## config.mk

```make
export PLATFORM = sky130hd
export DESIGN_NAME = lcd_rd_ctrl
export DESIGN_NICKNAME = d
export VERILOG_FILES = /design/src/rtl/lcd_rd_ctrl.sv
export SDC_FILE = /design/constraint.sdc
export NUM_CORES = 1
export LEC_CHECK = 0
export BUFFER_PORTS_ARGS = -buffer_cell sky130_fd_sc_hd__buf_2
export CELL_PAD_IN_SITES_DETAIL_PLACEMENT = 0
export CELL_PAD_IN_SITES_GLOBAL_PLACEMENT = 1
export CORE_MARGIN = 4
export CORE_UTILIZATION = 49
export CTS_CLUSTER_SIZE = 14
export DETAILED_ROUTE_END_ITERATION = 7
export PLACE_DENSITY_LB_ADDON = 0.15
export SYNTH_ARGS = -nofsm -noshare
export SYNTH_HDL_FRONTEND = slang
export SYNTH_SLANG_ARGS = --single-unit
```

## constraint.sdc

```tcl
create_clock -name clk -period 3.3 [get_ports clk]
set_input_delay 0.495 -clock clk [delete_from_list [all_inputs] [get_ports clk]]
set_output_delay 0.495 -clock clk [all_outputs]
set_load 0.01 [all_outputs]
```

## src/rtl/lcd_rd_ctrl.sv

```systemverilog
// ---------------------------------------------------------------------------
// lcd_rd_ctrl
// Read-side bus controller for an HD44780-compatible character LCD.
// Runs single read cycles (busy-flag/address with RS=0, or DDRAM/CGRAM data
// with RS=1). In busy-poll mode it re-reads the busy flag until BF=0 or
// until MAX_POLLS reads have been made.
//
// Ports
//   clk, rst_n   : system clock, asynchronous active-low reset
//   req          : start request, sampled only while idle
//   req_rs       : register select for a single read (0 = busy/addr, 1 = data)
//   req_poll     : 1 = busy-poll transaction (RS forced to 0)
//   busy         : high whenever the controller is not idle
//   rd_data      : last byte captured from the LCD, held until the next capture
//   rd_valid     : one-cycle completion pulse
//   timeout      : qualifies rd_valid; 1 = poll limit reached with BF still 1
//   lcd_data_in  : DB7..DB0 as seen at the pins
//   lcd_e/rs/rw  : LCD strobe, register select, read/write (1 = read)
//
// Timing: edge 0 accepts the request. Each read is SETUP_CYC cycles with E
// low, E_HIGH_CYC cycles with E high (data captured on the falling edge),
// then HOLD_CYC cycles with E low. The one-cycle DONE state follows and
// rd_valid is registered out of it, so the pulse is visible in the cycle
// after DONE: edge n*(S+E+H)+1 for a transaction of n reads.
// ---------------------------------------------------------------------------
module lcd_rd_ctrl #(
  parameter int unsigned SETUP_CYC  = 4,
  parameter int unsigned E_HIGH_CYC = 25,
  parameter int unsigned HOLD_CYC   = 25,
  parameter int unsigned MAX_POLLS  = 1000
) (
  input  logic       clk,
  input  logic       rst_n,
  input  logic       req,
  input  logic       req_rs,
  input  logic       req_poll,
  output logic       busy,
  output logic [7:0] rd_data,
  output logic       rd_valid,
  output logic       timeout,
  input  logic [7:0] lcd_data_in,
  output logic       lcd_e,
  output logic       lcd_rs,
  output logic       lcd_rw
);

  typedef enum logic [2:0] {
    IDLE,
    SETUP,
    E_HIGH,
    HOLD,
    DONE
  } state_e;

  // Phase counter is loaded with (length - 1) on entry; a phase ends in the
  // cycle where it reads zero, giving exactly <length> cycles per phase.
  localparam logic [15:0] SETUP_LD  = 16'(SETUP_CYC - 1);
  localparam logic [15:0] E_HIGH_LD = 16'(E_HIGH_CYC - 1);
  localparam logic [15:0] HOLD_LD   = 16'(HOLD_CYC - 1);
  localparam logic [15:0] POLL_LAST = 16'(MAX_POLLS - 1);

  state_e      state_q,    state_d;
  logic [15:0] phase_q,    phase_d;
  logic [15:0] poll_cnt_q, poll_cnt_d;
  logic        poll_q,     poll_d;
  logic        lcd_e_q,    lcd_e_d;
  logic        lcd_rs_q,   lcd_rs_d;
  logic        lcd_rw_q,   lcd_rw_d;
  logic [7:0]  rd_data_q,  rd_data_d;
  logic        rd_valid_q, rd_valid_d;
  logic        timeout_q,  timeout_d;
  logic        busy_q,     busy_d;

  always_comb begin
    // NOTE: every signal written here gets a default first, so no path can
    // leave one unassigned and infer a latch.
    state_d    = state_q;
    phase_d    = (phase_q == 16'd0) ? 16'd0 : phase_q - 16'd1;
    poll_cnt_d = poll_cnt_q;
    poll_d     = poll_q;
    lcd_e_d    = lcd_e_q;
    lcd_rs_d   = lcd_rs_q;
    lcd_rw_d   = lcd_rw_q;
    rd_data_d  = rd_data_q;
    rd_valid_d = 1'b0;
    timeout_d  = timeout_q;

    case (state_q)
      IDLE: begin
        lcd_e_d  = 1'b0;
        lcd_rw_d = 1'b0;
        if (req) begin
          lcd_rs_d   = req_poll ? 1'b0 : req_rs;
          lcd_rw_d   = 1'b1;
          poll_cnt_d = 16'd0;
          poll_d     = req_poll;
          phase_d    = SETUP_LD;
          state_d    = SETUP;
        end
      end

      SETUP: begin
        if (phase_q == 16'd0) begin
          lcd_e_d = 1'b1;
          phase_d = E_HIGH_LD;
          state_d = E_HIGH;
        end
      end

      E_HIGH: begin
        if (phase_q == 16'd0) begin
          rd_data_d = lcd_data_in;
          lcd_e_d   = 1'b0;
          phase_d   = HOLD_LD;
          state_d   = HOLD;
        end
      end

      HOLD: begin
        if (phase_q == 16'd0) begin
          // rd_data_q[7] is the busy flag captured on this read's strobe.
          if (!poll_q || !rd_data_q[7]) begin
            timeout_d = 1'b0;
            state_d   = DONE;
          end else if (poll_cnt_q == POLL_LAST) begin
            timeout_d = 1'b1;
            state_d   = DONE;
          end else begin
            // Another poll: RS/RW stay put, E stays low through SETUP.
            poll_cnt_d = poll_cnt_q + 16'd1;
            phase_d    = SETUP_LD;
            state_d    = SETUP;
          end
        end
      end

      DONE: begin
        rd_valid_d = 1'b1;
        lcd_rw_d   = 1'b0;
        lcd_rs_d   = 1'b0;
        phase_d    = 16'd0;
        state_d    = IDLE;
      end

      default: begin
        lcd_e_d  = 1'b0;
        lcd_rw_d = 1'b0;
        lcd_rs_d = 1'b0;
        state_d  = IDLE;
      end
    endcase

    busy_d = (state_d != IDLE);
  end

  // NOTE: state registers use non-blocking assignments so every flop samples
  // the pre-edge value of its inputs, independent of statement order.
  always_ff @(posedge clk or negedge rst_n) begin
    if (!rst_n) begin
      state_q    <= IDLE;
      phase_q    <= 16'd0;
      poll_cnt_q <= 16'd0;
      poll_q     <= 1'b0;
      lcd_e_q    <= 1'b0;
      lcd_rs_q   <= 1'b0;
      lcd_rw_q   <= 1'b0;
      rd_data_q  <= 8'h00;
      rd_valid_q <= 1'b0;
      timeout_q  <= 1'b0;
      busy_q     <= 1'b0;
    end else begin
      state_q    <= state_d;
      phase_q    <= phase_d;
      poll_cnt_q <= poll_cnt_d;
      poll_q     <= poll_d;
      lcd_e_q    <= lcd_e_d;
      lcd_rs_q   <= lcd_rs_d;
      lcd_rw_q   <= lcd_rw_d;
      rd_data_q  <= rd_data_d;
      rd_valid_q <= rd_valid_d;
      timeout_q  <= timeout_d;
      busy_q     <= busy_d;
    end
  end

  assign busy     = busy_q;
  assign rd_data  = rd_data_q;
  assign rd_valid = rd_valid_q;
  assign timeout  = timeout_q;
  assign lcd_e    = lcd_e_q;
  assign lcd_rs   = lcd_rs_q;
  assign lcd_rw   = lcd_rw_q;

endmodule
```

==> summary.txt, run 1 <==
Run status
  • Status: completed

Routing
  • Wirelength per Cell: 14.2 um
  • Via count: 1,840
  • Via/cell ratio: 5.41
  • Remaining DRCs: 0
  • DRT antenna net count: 0
  • Drt pass-1 iters: 4
  • Total wire length: 4820 um
  • Drt first-iter violations: 75

Global route
  • Vias in the first global route: 1,797
  • Total GRT Usage: 17.0%
  • First-pass GRT wire length: ~8500 um
  • Largest net degree at the start of global routing: 36
  • Antenna violations before repair: 0
  • Grt total ovfl: 0

Placed design
  • IO Port Bufs: 26
  • Gpl congestion: 0.771
  • DPL Wire Length: 3420 um
  • Placed instance area: 2660 um^2
  • Placed cells: between 300 and 400

Pwr
  • Pleak: between 1 and 1.5 nW
  • PwrDens: 372 nW/um^2
  • Reg power frac: 60.9%
  • Max VDD drop: 0.000215 V
  • Combinational share of power: around 3.6%
  • Clock share of power: 35.5%
  • Switching pwr: 219 uW
  • Switching Fraction: 21.5%
  • Internal power: 803 uW

Clock tree
  • Max clock buf depth: 2
  • Hold-fix buffers, CTS: 0
  • CTS sink count: 50
  • Post-CTS setup buffer count: 0
  • Clock-pin transition on the worst setup and hold timing paths: 0.09 ns
  • Clock tree from TritonCTS: yes
  • Worst-Skew Late Latency: 0.30 ns
  • Clk root buf: clkbuf_8
  • Post_cts resized: 0
  • H-tree Lvls: 2
  • CTS Buf Count: 5

Floorplanning
  • Area of the core: 4820 um^2
  • Die ar.: 6280 um^2
  • Die Y: around 79 um
  • Die span in x: between 70 and 80 um
  • Cell Rows: 25
  • Initial cell density of the core: ~52%
  • Total I/O pin count: 27

Critical path
  • Crit end category: flip-flop
  • Critical path required time: 3.53 ns
  • Slowest cell delay on critical path: approximately 0.58 ns
  • Crit-path max FO: 17
  • Type of origin of the critical path: flip-flop
  • Crit-path slowest cell: or3b_1
  • WP data arrival: roughly 2.7 ns
  • WS Path Type: flip-flop to flip-flop
  • Cells along the critical path: or3b_1, nor2_4, o2111ai_2, or3_1, a21oi_1

Timing
  • Clock skew: roughly 0.0098 ns
  • RSZ-0062 raised after global routing: no
  • Endpoints failing hold: 0
  • Min Hold Slack: around 0.27 ns
  • Tcrit/Tclk final: 73.4%
  • Final-report max-slew violation count: 0
  • Setup TNS: 0 ns
  • Worst-Margin Slew: 0.775 ns
  • # setup viols final: 0
  • Relative slew slack: 48.3%
  • FMAX: 0.413 GHz
  • Minimum clock period: 2.42 ns

Yosys
  • Async SR Flop Fraction: 100%
  • Post-synth top area cell: dfrtp_1
  • Most instantiated library cell after synthesis: dfrtp_1
  • Top post-synthesis cells by count: dfrtp_1 (50), nor2_1 (27), a21oi_1 (20), nand2_1 (19), o21ai_0 (16)
  • Main synth FF type: dfrtp_1
  • Count of different cell masters after synthesis: 43
  • Synthesized Nets: 264
  • Synthesized area: 2490 um^2
  • Synth top area share: 50.3%
  • Synth Area per Inst: 9.99 um^2
  • YS warnings: 0
  • Seq/Total Area, Yosys: 50.3%
  • Flops & latches, synth: 50
  • Syn Inst Count: 249
  • EDFF count, synth: 0
  • Dominant cells by area after synthesis: dfrtp_1 (50%), mux2_2 (4.5%), nor2_1 (4.1%)

Run
  • Max-cap violations: 0

Cells and area
  • Layout cells sized above 1: between 10% and 20%
  • Fin util: 57.0%
  • Non-Filler Instances: 340
  • Final nets: about 290
  • Diode count: 0
  • Area of all placed cells without fillers: 2750 um^2
  • Area grow syn2layout: 10.4%

Hold path
  • Hold crit path type: input port to async pin
-- sequential cells by signal, summed over array words and instances, names as in the netlist --
signal and flops:
busy 1, lcd_e 1, lcd_rs 1, lcd_rw 1
phase_q 16, poll_cnt_q 16, poll_q 1, rd_data 8
rd_valid 1, state_q 3, timeout 1
-- final timing paths --
path | start | to | slack [ns] | cells past startpoint
worst min register to register | poll_q | poll_q | 0.51 | 2
min in group clk | req_poll | poll_q | 0.42 | 3
worst max register to register | state_q[0] | poll_cnt_q[15] | 0.88 | 5
worst max-delay path | state_q[0] | poll_cnt_q[15] | 0.88 | 5
max in group asynchronous | rst_n | poll_cnt_q[1] | 2.32 | 2
worst min-delay path | rst_n | state_q[1] | 0.27 | 1
-- critical path: cells and delay by family, from the launching register on --
kind               cells  cell delay (ns)
AOI/OAI and AO/OA      2             0.42
DFF                    1             0.54
and+or+nand+nor        3             1.38
-- through the flow --
step / total power, mW / setup WS (ns)
3_3_place_gp: 0.672 / 0.912
2_1_floorplan: 0.645 / 1.30
3_5_place_dp: 0.673 / 0.881
6_report: 1.02 / 0.879
4_1_cts: 1.04 / 0.894
5_1_grt: 1.07 / 0.685
-- per-layer routing --
metal | routed length, um | vias to the layer above | GRT usage, %
met3 | 214 | 6 | 4.20
met5 | 0 | - | 0
li1 | - | 926 | -
met2 | 2020 | 36 | 25.7
met4 | 46 | 0 | 4.12
met1 | 2540 | 872 | 24.5
-- final cells by class --
cell class                      instances  area (um^2)
Sequential cell                        50         1250
Tap cell                               67         83.8
Clock buffer                            7         86.3
Fill cell                             429         2070
Clock inverter                          1         5.00
Timing Repair Buffer                   27          138
Multi-Input combinational cell        183         1160
Inverter                                5         18.8
-- kinds of logic (layout without fill, tap and decap cells) --
group	after synthesis	in the layout	share of synthesized area [%]
muxes	10	10	4.53
buffers and inverters	16	40	2.92
and+or+nand+nor	109	109	24.4
AOI/OAI and AO/OA	46	46	11.2
xor gates and xnor gates	16	16	5.63
DFF	50	50	50.3
adders and majority gates	2	2	1.01
-- power groups by stage --
stage / registers [mW] / clock network (mW) / logic [mW]
floorplan: 0.637 / 0 / 0.00777
global placement: 0.635 / 0 / 0.0375
detailed placement: 0.635 / 0 / 0.0381
CTS: 0.623 / 0.378 / 0.0380
global route: 0.624 / 0.404 / 0.0426
finish: 0.623 / 0.363 / 0.0365
-- cell usage in the layout, fill, tap and decap left out, drive strengths merged, types with 3 or more instances in the layout --
cell type	Yosys	routed
and3	4	4
clkbuf	8	7
inv	5	5
buf	3	27
nor4	5	5
or3	11	11
mux2	10	10
xnor2	5	5
nand4	5	5
nand3	9	9
o21ai	16	16
xor2	11	11
nor3b	4	4
a21oi	21	21
dfrtp	50	50
nand2b	3	3
nand2	19	19
and4	5	5
nor2	28	28
nor3	6	6
Note: power is estimated with default switching activity, not from simulation.
==> run 2: changes to the inputs <==
--- a/config.mk
+++ b/config.mk
@@ -5,11 +5,12 @@
 export SDC_FILE = /design/constraint.sdc
 export NUM_CORES = 1
 export LEC_CHECK = 0
+export ABC_AREA = 1
 export BUFFER_PORTS_ARGS = -buffer_cell sky130_fd_sc_hd__buf_2
 export CELL_PAD_IN_SITES_DETAIL_PLACEMENT = 0
 export CELL_PAD_IN_SITES_GLOBAL_PLACEMENT = 1
 export CORE_MARGIN = 4
-export CORE_UTILIZATION = 49
+export CORE_UTILIZATION = 39
 export CTS_CLUSTER_SIZE = 14
 export DETAILED_ROUTE_END_ITERATION = 7
 export PLACE_DENSITY_LB_ADDON = 0.15
==> constraint.sdc (replaced) <==
create_clock -name clk -period 2 [get_ports clk]
set_input_delay 0.3 -clock clk [delete_from_list [all_inputs] [get_ports clk]]
set_output_delay 0.3 -clock clk [all_outputs]
set_load 0.01 [all_outputs]
==> run 2 against run 1 <==
Clock power grew 70%. Wire length grew 33%. Final area grew 19%. Via count grew 37%. Combinational power grew 14%. Critical path type unchanged. Critical endpoint is now rd_data[1]. Largest cell class is now multi-input combinational cells. Highest routed layer unchanged.
==> summary.txt, run 2 <==
Run status
  • Status: completed (unchanged)

Yosys
  • Main synth FF type: dfrtp_1 (unchanged)
  • Top post-synthesis cells by count: nand2_1 (122), nor2_1 (68), dfrtp_1 (50), nand3_1 (38), inv_1 (36) (was dfrtp_1 (50), nor2_1 (27), a21oi_1 (20), nand2_1 (19), o21ai_0 (16))
  • Most instantiated library cell after synthesis: nand2_1 (was dfrtp_1)
  • Dominant cells by area after synthesis: dfrtp_1 (43%), nand2_1 (16%), nor2_1 (8.9%) (was dfrtp_1 (50%), mux2_2 (4.5%), nor2_1 (4.1%))
  • Seq/Total Area, Yosys: 43.4% (was 50.3%)
  • Synth top area share: 43.4% (was 50.3%)
  • Synthesized area: 2880 um^2 (was 2490 um^2)
  • YS warnings: 0 (unchanged)
  • Count of different cell masters after synthesis: 29 (was 43)
  • Synth Area per Inst: 7.27 um^2 (was 9.99 um^2)
  • Post-synth top area cell: dfrtp_1 (unchanged)
  • Async SR Flop Fraction: 100% (unchanged)
  • Syn Inst Count: 396 (was 249)
  • Synthesized Nets: 411 (was 264)
  • EDFF count, synth: 0 (unchanged)
  • Flops & latches, synth: 50 (unchanged)

Timing
  • Endpoints failing hold: 0 (unchanged)
  • Worst-Margin Slew: 0.516 ns (was 0.775 ns)
  • Setup TNS: 0 ns (unchanged)
  • Min Hold Slack: 0.216 ns (was 0.266 ns)
  • RSZ-0062 raised after global routing: no (unchanged)
  • # setup viols final: 0 (unchanged)
  • Final-report max-slew violation count: 0 (unchanged)
  • Relative slew slack: 65.4% (was 48.3%)
  • FMAX: 0.552 GHz (was 0.413 GHz)
  • Clock skew: 0.0101 ns (was 0.00981 ns)
  • Minimum clock period: 1.81 ns (was 2.42 ns)
  • Tcrit/Tclk final: 90.5% (was 73.4%)

Floorplanning
  • Die ar.: 8820 um^2 (was 6280 um^2)
  • Die Y: 93.9 um (was 79.3 um)
  • Cell Rows: 31 (was 25)
  • Area of the core: 7210 um^2 (was 4820 um^2)
  • Die span in x: 93.9 um (was 79.3 um)
  • Total I/O pin count: 27 (unchanged)
  • Initial cell density of the core: 39.9% (was 51.6%)

Cells and area
  • FF/Latch Area: 1250 um^2 (unchanged)
  • Layout cells sized above 1: 15.0% (was 19.0%)
  • Fin util: 45.1% (was 57.0%)
  • Final nets: 446 (was 287)
  • Most frequent cells in the layout: nand2_1 (122), nor2_1 (68), dfrtp_1 (50) (was dfrtp_1 (50), nor2_1 (27), buf_2 (26))
  • Diode count: 0 (unchanged)
  • Leading cell type in the layout, fill and taps excluded: nand2_1 (was dfrtp_1)
  • Area of all placed cells without fillers: 3260 um^2 (was 2750 um^2)
  • Filler Cells Inserted: 757 (was 429)
  • Area grow syn2layout: 13.0% (was 10.4%)
  • Multi-input gate area: 1430 um^2 (was 1160 um^2)

Global route
  • Total GRT Usage: 15.7% (was 17.0%)
  • First-pass GRT wire length: 11,100 um (was 8470 um)
  • Antenna violations before repair: 0 (unchanged)
  • Vias in the first global route: 2,407 (was 1,797)
  • Grt total ovfl: 0 (unchanged)
  • Largest net degree at the start of global routing: 32 (was 36)

Routing
  • Total wire length: 6400 um (was 4820 um)
  • Remaining DRCs: 0 (unchanged)
  • DRT antenna net count: 0 (unchanged)
  • Wirelength per Cell: 12.0 um (was 14.2 um)
  • Drt pass-1 iters: 4 (unchanged)
  • Via count: 2,515 (was 1,840)
  • Via/cell ratio: 4.74 (was 5.41)
  • Drt first-iter violations: 141 (was 75)

Pwr
  • Pleak: 1.59 nW (was 1.25 nW)
  • PwrDens: 513 nW/um^2 (was 372 nW/um^2)
  • Clock share of power: 36.9% (was 35.5%)
  • Internal power: 1.30 mW (was 803 uW)
  • Switching Fraction: 21.9% (was 21.5%)
  • Max VDD drop: 0.000196 V (was 0.000215 V)
  • Switching pwr: 366 uW (was 219 uW)
  • Design Power: 1.67 mW (was 1.02 mW)
  • Reg power frac: 60.6% (was 60.9%)
  • Combinational share of power: 2.5% (was 3.6%)

Critical path
  • Reg2reg start: phase_q[0] (was state_q[0])
  • FF-to-FF path depth: 9 (was 5)
  • Reg-to-reg endpoint: rd_data[1] (was poll_cnt_q[15])
  • Reg2Reg Setup Slack: 0.19 ns (was 0.88 ns)
  • Crit end category: flip-flop (unchanged)
  • Crit-path max FO: 11 (was 17)
  • Type of origin of the critical path: flip-flop (unchanged)
  • WP data arrival: 2.01 ns (was 2.65 ns)
  • Critical path required time: 2.20 ns (was 3.53 ns)
  • WS Path Type: flip-flop to flip-flop (unchanged)

Placed design
  • Gpl congestion: 0.837 (was 0.771)
  • IO Port Bufs: 26 (unchanged)
  • DPL Wire Length: 4790 um (was 3420 um)
  • Placed instance area: 3150 um^2 (was 2660 um^2)

Clock tree
  • Max clock buf depth: 2 (unchanged)
  • Hold-fix buffers, CTS: 1 (was 0)
  • Clk root buf: clkbuf_8 (unchanged)
  • Post_cts resized: 0 (unchanged)
  • H-tree Lvls: 2 (unchanged)
  • CTS sink count: 50 (unchanged)
  • Clock-pin transition on the worst setup and hold timing paths: 0.09 ns (about the same)
  • CTS Buf Count: 5 (unchanged)
  • Worst-Skew Late Latency: 0.30 ns (about the same)
  • Clock tree from TritonCTS: yes (unchanged)
  • Post-CTS setup buffer count: 0 (unchanged)

Hold path
  • Hold path cells: 3
  • Hold Path End: rd_data[2]
  • Hold crit path type: input port to flip-flop (was input port to async pin)
  • Hold wc startpoint: lcd_data_in[2]

Run
  • Max-cap violations: 0 (unchanged)
[run 2: cell types whose count changed after synthesis, sizes merged, moves of 9 or more]
cell	before	now
a21oi	21	10
inv	5	41
mux2	10	0
nand2	19	133
nand3	9	39
nor2	28	76
o21ai	16	7
or3	11	0
[run 2: cell families after synthesis]
kind of cell / count (synthesis) / synth area share [%]
flops: 50 / 43.4
fa+ha+maj: 2 / 0.869
simple gates: 266 / 41.1
compound gates: 19 / 3.48
xor+xnor: 14 / 4.26
buf+inv: 45 / 6.86
[run 2: how the worst max path moves through the flow]
stage | from | endpoint | slack, ns
after global routing | phase_q[0] | rd_data[6] | 0.02
after CTS | phase_q[0] | rd_data[1] | 0.17
after floorplan | phase_q[0] | poll_cnt_q[4] | 0.43
after detailed placement | phase_q[0] | rd_data[1] | 0.18
final | phase_q[0] | rd_data[1] | 0.19
after global placement | phase_q[0] | rd_data[6] | 0.25
[run 2: critical path: stages (launching register included)]
cell     delay (ns)
dfrtp_1        0.38
inv_1          0.09
ha_1           0.20
nand2_2        0.11
nor2_4         0.15
nand2_2        0.08
inv_1          0.26
nand2_1        0.26
nand2_1        0.11
nand2_1        0.06
[run 2: final cells by class]
type | count | area share [%]
clock buffers | 6 | 2.54
well taps | 99 | 3.80
flip-flops and latches | 50 | 38.4
clock inverters | 2 | 0.384
repair buffers | 32 | 5.84
inverters | 41 | 5.03
multi-input cells | 301 | 44.0
[run 2: through the flow]
step | setup WS [ns] | instances
3_5_place_dp | 0.178 | 522
4_1_cts | 0.169 | 531
5_1_grt | 0.0231 | 531
2_1_floorplan | 0.428 | 396
6_report | 0.189 | 531
3_3_place_gp | 0.251 | 522
[run 2: power groups by stage]
stage	clock (mW)	combinational [mW]	sequential (mW)
after detailed placement	0	0.0432	1.03
final	0.617	0.0417	1.01
after global routing	0.689	0.0494	1.01
after global placement	0	0.0434	1.03
after CTS	0.654	0.0449	1.01
after floorplan	0	0.00433	1.03
[run 2: layer usage]
metal	track usage (%)	vias up	routed length (um)
met5	0	-	0
met4	4.45	0	72
met3	2.48	5	197
met2	28.3	29	3280
met1	19.3	1176	2850
li1	-	1305	-
==> run 3: changes to the inputs <==
--- a/config.mk
+++ b/config.mk
@@ -10,7 +10,8 @@
 export CELL_PAD_IN_SITES_DETAIL_PLACEMENT = 0
 export CELL_PAD_IN_SITES_GLOBAL_PLACEMENT = 1
 export CORE_MARGIN = 4
-export CORE_UTILIZATION = 39
+export CORE_UTILIZATION = 40
+export CTS_BUF_LIST = sky130_fd_sc_hd__clkbuf_2 sky130_fd_sc_hd__clkbuf_4 sky130_fd_sc_hd__clkbuf_8
 export CTS_CLUSTER_SIZE = 14
 export DETAILED_ROUTE_END_ITERATION = 7
 export PLACE_DENSITY_LB_ADDON = 0.15
==> run 3 against run 2 <==
Power hardly changed. Non-clock buffer count stayed put. Final area stayed put. First-iteration DRC count is 36% lower. Critical path type unchanged.
==> summary.txt, run 3 (same netlist as run 2, synthesis figures left out) <==
Run status
  • Status: completed (unchanged)

Cells and area
  • Leading cell type in the layout, fill and taps excluded: nand2_1 (unchanged)
  • Non-Filler Instances: 528 (was 531)
  • Area of all placed cells without fillers: 3260 um^2 (unchanged)
  • Area grow syn2layout: 13.0% (unchanged)
  • Most frequent cells in the layout: nand2_1 (122), nor2_1 (68), dfrtp_1 (50) (unchanged)
  • Layout cells sized above 1: 15.3% (was 15.0%)
  • Diode count: 0 (unchanged)
  • Final nets: 446 (unchanged)

Global route
  • Total GRT Usage: 16.1% (was 15.7%)
  • Grt total ovfl: 0 (unchanged)
  • Antenna violations before repair: 0 (unchanged)
  • Largest net degree at the start of global routing: 29 (was 32)
  • First-pass GRT wire length: 11,200 um (was 11,100 um)
  • Vias in the first global route: 2,439 (was 2,407)

Routing
  • WL met2: 3150 um (was 3280 um)
  • Remaining DRCs: 0 (unchanged)
  • Via count: 2,505 (was 2,515)
  • DRT antenna net count: 0 (unchanged)
  • Top sig layer: met4 (unchanged)
  • Drt pass-1 iters: 4 (unchanged)
  • Met3 routed WL: 180 um (was 197 um)
  • Total wire length: 6400 um (about the same)
  • Via/cell ratio: 4.74 (about the same)
  • DRT met1 WL: 2960 um (was 2850 um)
  • Wirelength per Cell: 12.1 um (was 12.0 um)
  • Drt first-iter violations: 90 (was 141)

Clock tree
  • Clock-pin transition on the worst setup and hold timing paths: 0.09 ns (about the same)
  • Clock tree from TritonCTS: yes (unchanged)
  • Clk root buf: clkbuf_8 (unchanged)
  • CTS Buf Count: 5 (unchanged)
  • Worst-Skew Late Latency: 0.30 ns (about the same)
  • H-tree Lvls: 2 (unchanged)
  • Max clock buf depth: 2 (unchanged)
  • CTS sink count: 50 (unchanged)

Pwr
  • Pleak: 1.58 nW (was 1.59 nW)
  • Max VDD drop: 0.000233 V (was 0.000196 V)
  • PwrDens: 513 nW/um^2 (about the same)

Critical path
  • Critical path required time: 2.18 ns (was 2.20 ns)
  • Crit end category: flip-flop (unchanged)
  • Crit-path max FO: 4 (was 11)
  • Type of origin of the critical path: flip-flop (unchanged)
  • WS Path Type: flip-flop to flip-flop (unchanged)
  • WP data arrival: 1.95 ns (was 2.01 ns)

Timing
  • Minimum clock period: 1.77 ns (was 1.81 ns)
  • Clock skew: 0.00517 ns (was 0.0101 ns)
  • Relative slew slack: 61.9% (was 65.4%)
  • Setup TNS: 0 ns (unchanged)
  • Endpoints failing hold: 0 (unchanged)
  • Worst-Margin Slew: 0.567 ns (was 0.516 ns)
  • Setup ws final: 0.230 ns (was 0.189 ns)
  • RSZ-0062 raised after global routing: no (unchanged)
  • # setup viols final: 0 (unchanged)
  • FMAX: 0.565 GHz (was 0.552 GHz)
  • Tcrit/Tclk final: 88.5% (was 90.5%)
  • Final-report max-slew violation count: 0 (unchanged)

Floorplanning
  • Area of the core: 6910 um^2 (was 7210 um^2)
  • Die Y: 92.9 um (was 93.9 um)
  • Total I/O pin count: 27 (unchanged)
  • Die span in x: 92.9 um (was 93.9 um)
  • Cell Rows: 30 (was 31)
  • Die ar.: 8620 um^2 (was 8820 um^2)
  • Initial cell density of the core: 41.7% (was 39.9%)

Placed design
  • IO Port Bufs: 26 (unchanged)
  • Placed cells: 519 (was 522)
  • Placed instance area: 3150 um^2 (about the same)
  • DPL Wire Length: 4760 um (was 4790 um)
  • Pre-CTS setup slack: 0.210 ns (was 0.178 ns)
  • Gpl congestion: 0.801 (was 0.837)

Hold path
  • Hold crit path type: input port to flip-flop (unchanged)

Run
  • Max-cap violations: 0 (unchanged)
## run 3: cell count changes in the layout (fill, tap and decap cells not counted), sizes merged
cell,delta
clkinvlp,+1
inv,-1
## run 3: per-layer routing
metal	vias to the layer above	GRT usage (%)
li1	1304	-
met1	1162	20.4
met2	31	28.1
met3	8	2.44
met4	0	4.88
met5	-	0
## run 3: path summary, 6_finish.rpt
| path | slack, ns | endpoint | startpoint | cells after the start |
|---|---|---|---|---|
| max | 0.23 | phase_q[3] | phase_q[0] | 7 |
| min | 0.22 | rd_data[6] | lcd_data_in[6] | 3 |
| max reg2reg | 0.23 | phase_q[3] | phase_q[0] | 7 |
| min reg2reg | 0.47 | rd_data[3] | rd_data[3] | 2 |
| max in group asynchronous | 0.93 | phase_q[4] | rst_n | 3 |
| min in group asynchronous | 0.52 | phase_q[14] | rst_n | 2 |
## run 3: final cells by class
cell class	count	area [um^2]
timing repair buffer	32	190
clock inverter	2	12.5
inverter	41	168
sequential	50	1250
clock buffer	6	82.6
fill	766	3650
multi-input combinational	301	1430
tap	96	120
## run 3: repair_timing
item / CTS / global route
resized for setup: 0 / 1
hold buffers: 1 / 0
endpoints found under the hold margin: 22 / 0
buffers inserted: 0 / 0
endpoints found under the setup margin: 0 / 2
## run 3: critical path: stages (launching register included)
cell and delay, ns:
dfrtp_1 0.39, inv_1 0.09, ha_1 0.20, nand2_2 0.11, nor3_1 0.46, nand3_1 0.15
o21ai_0 0.14, a21oi_1 0.10
## run 3: metrics by stage
stage	utilization, %	hold slack [ns]	power (mW)
2_1_floorplan	-	0.00441	1.04
3_3_place_gp	45.6	0.321	1.07
3_5_place_dp	45.6	0.323	1.07
4_1_cts	47.1	0.211	1.71
5_1_grt	47.1	0.234	1.76
6_report	47.1	0.218	1.67
## run 3: where the power goes
part           internal, mW  switching [mW]  leakage [nW]
Sequential             1.01        0.000497         0.625
Clock                 0.279           0.336        0.0472
Combinational        0.0147          0.0282         0.912
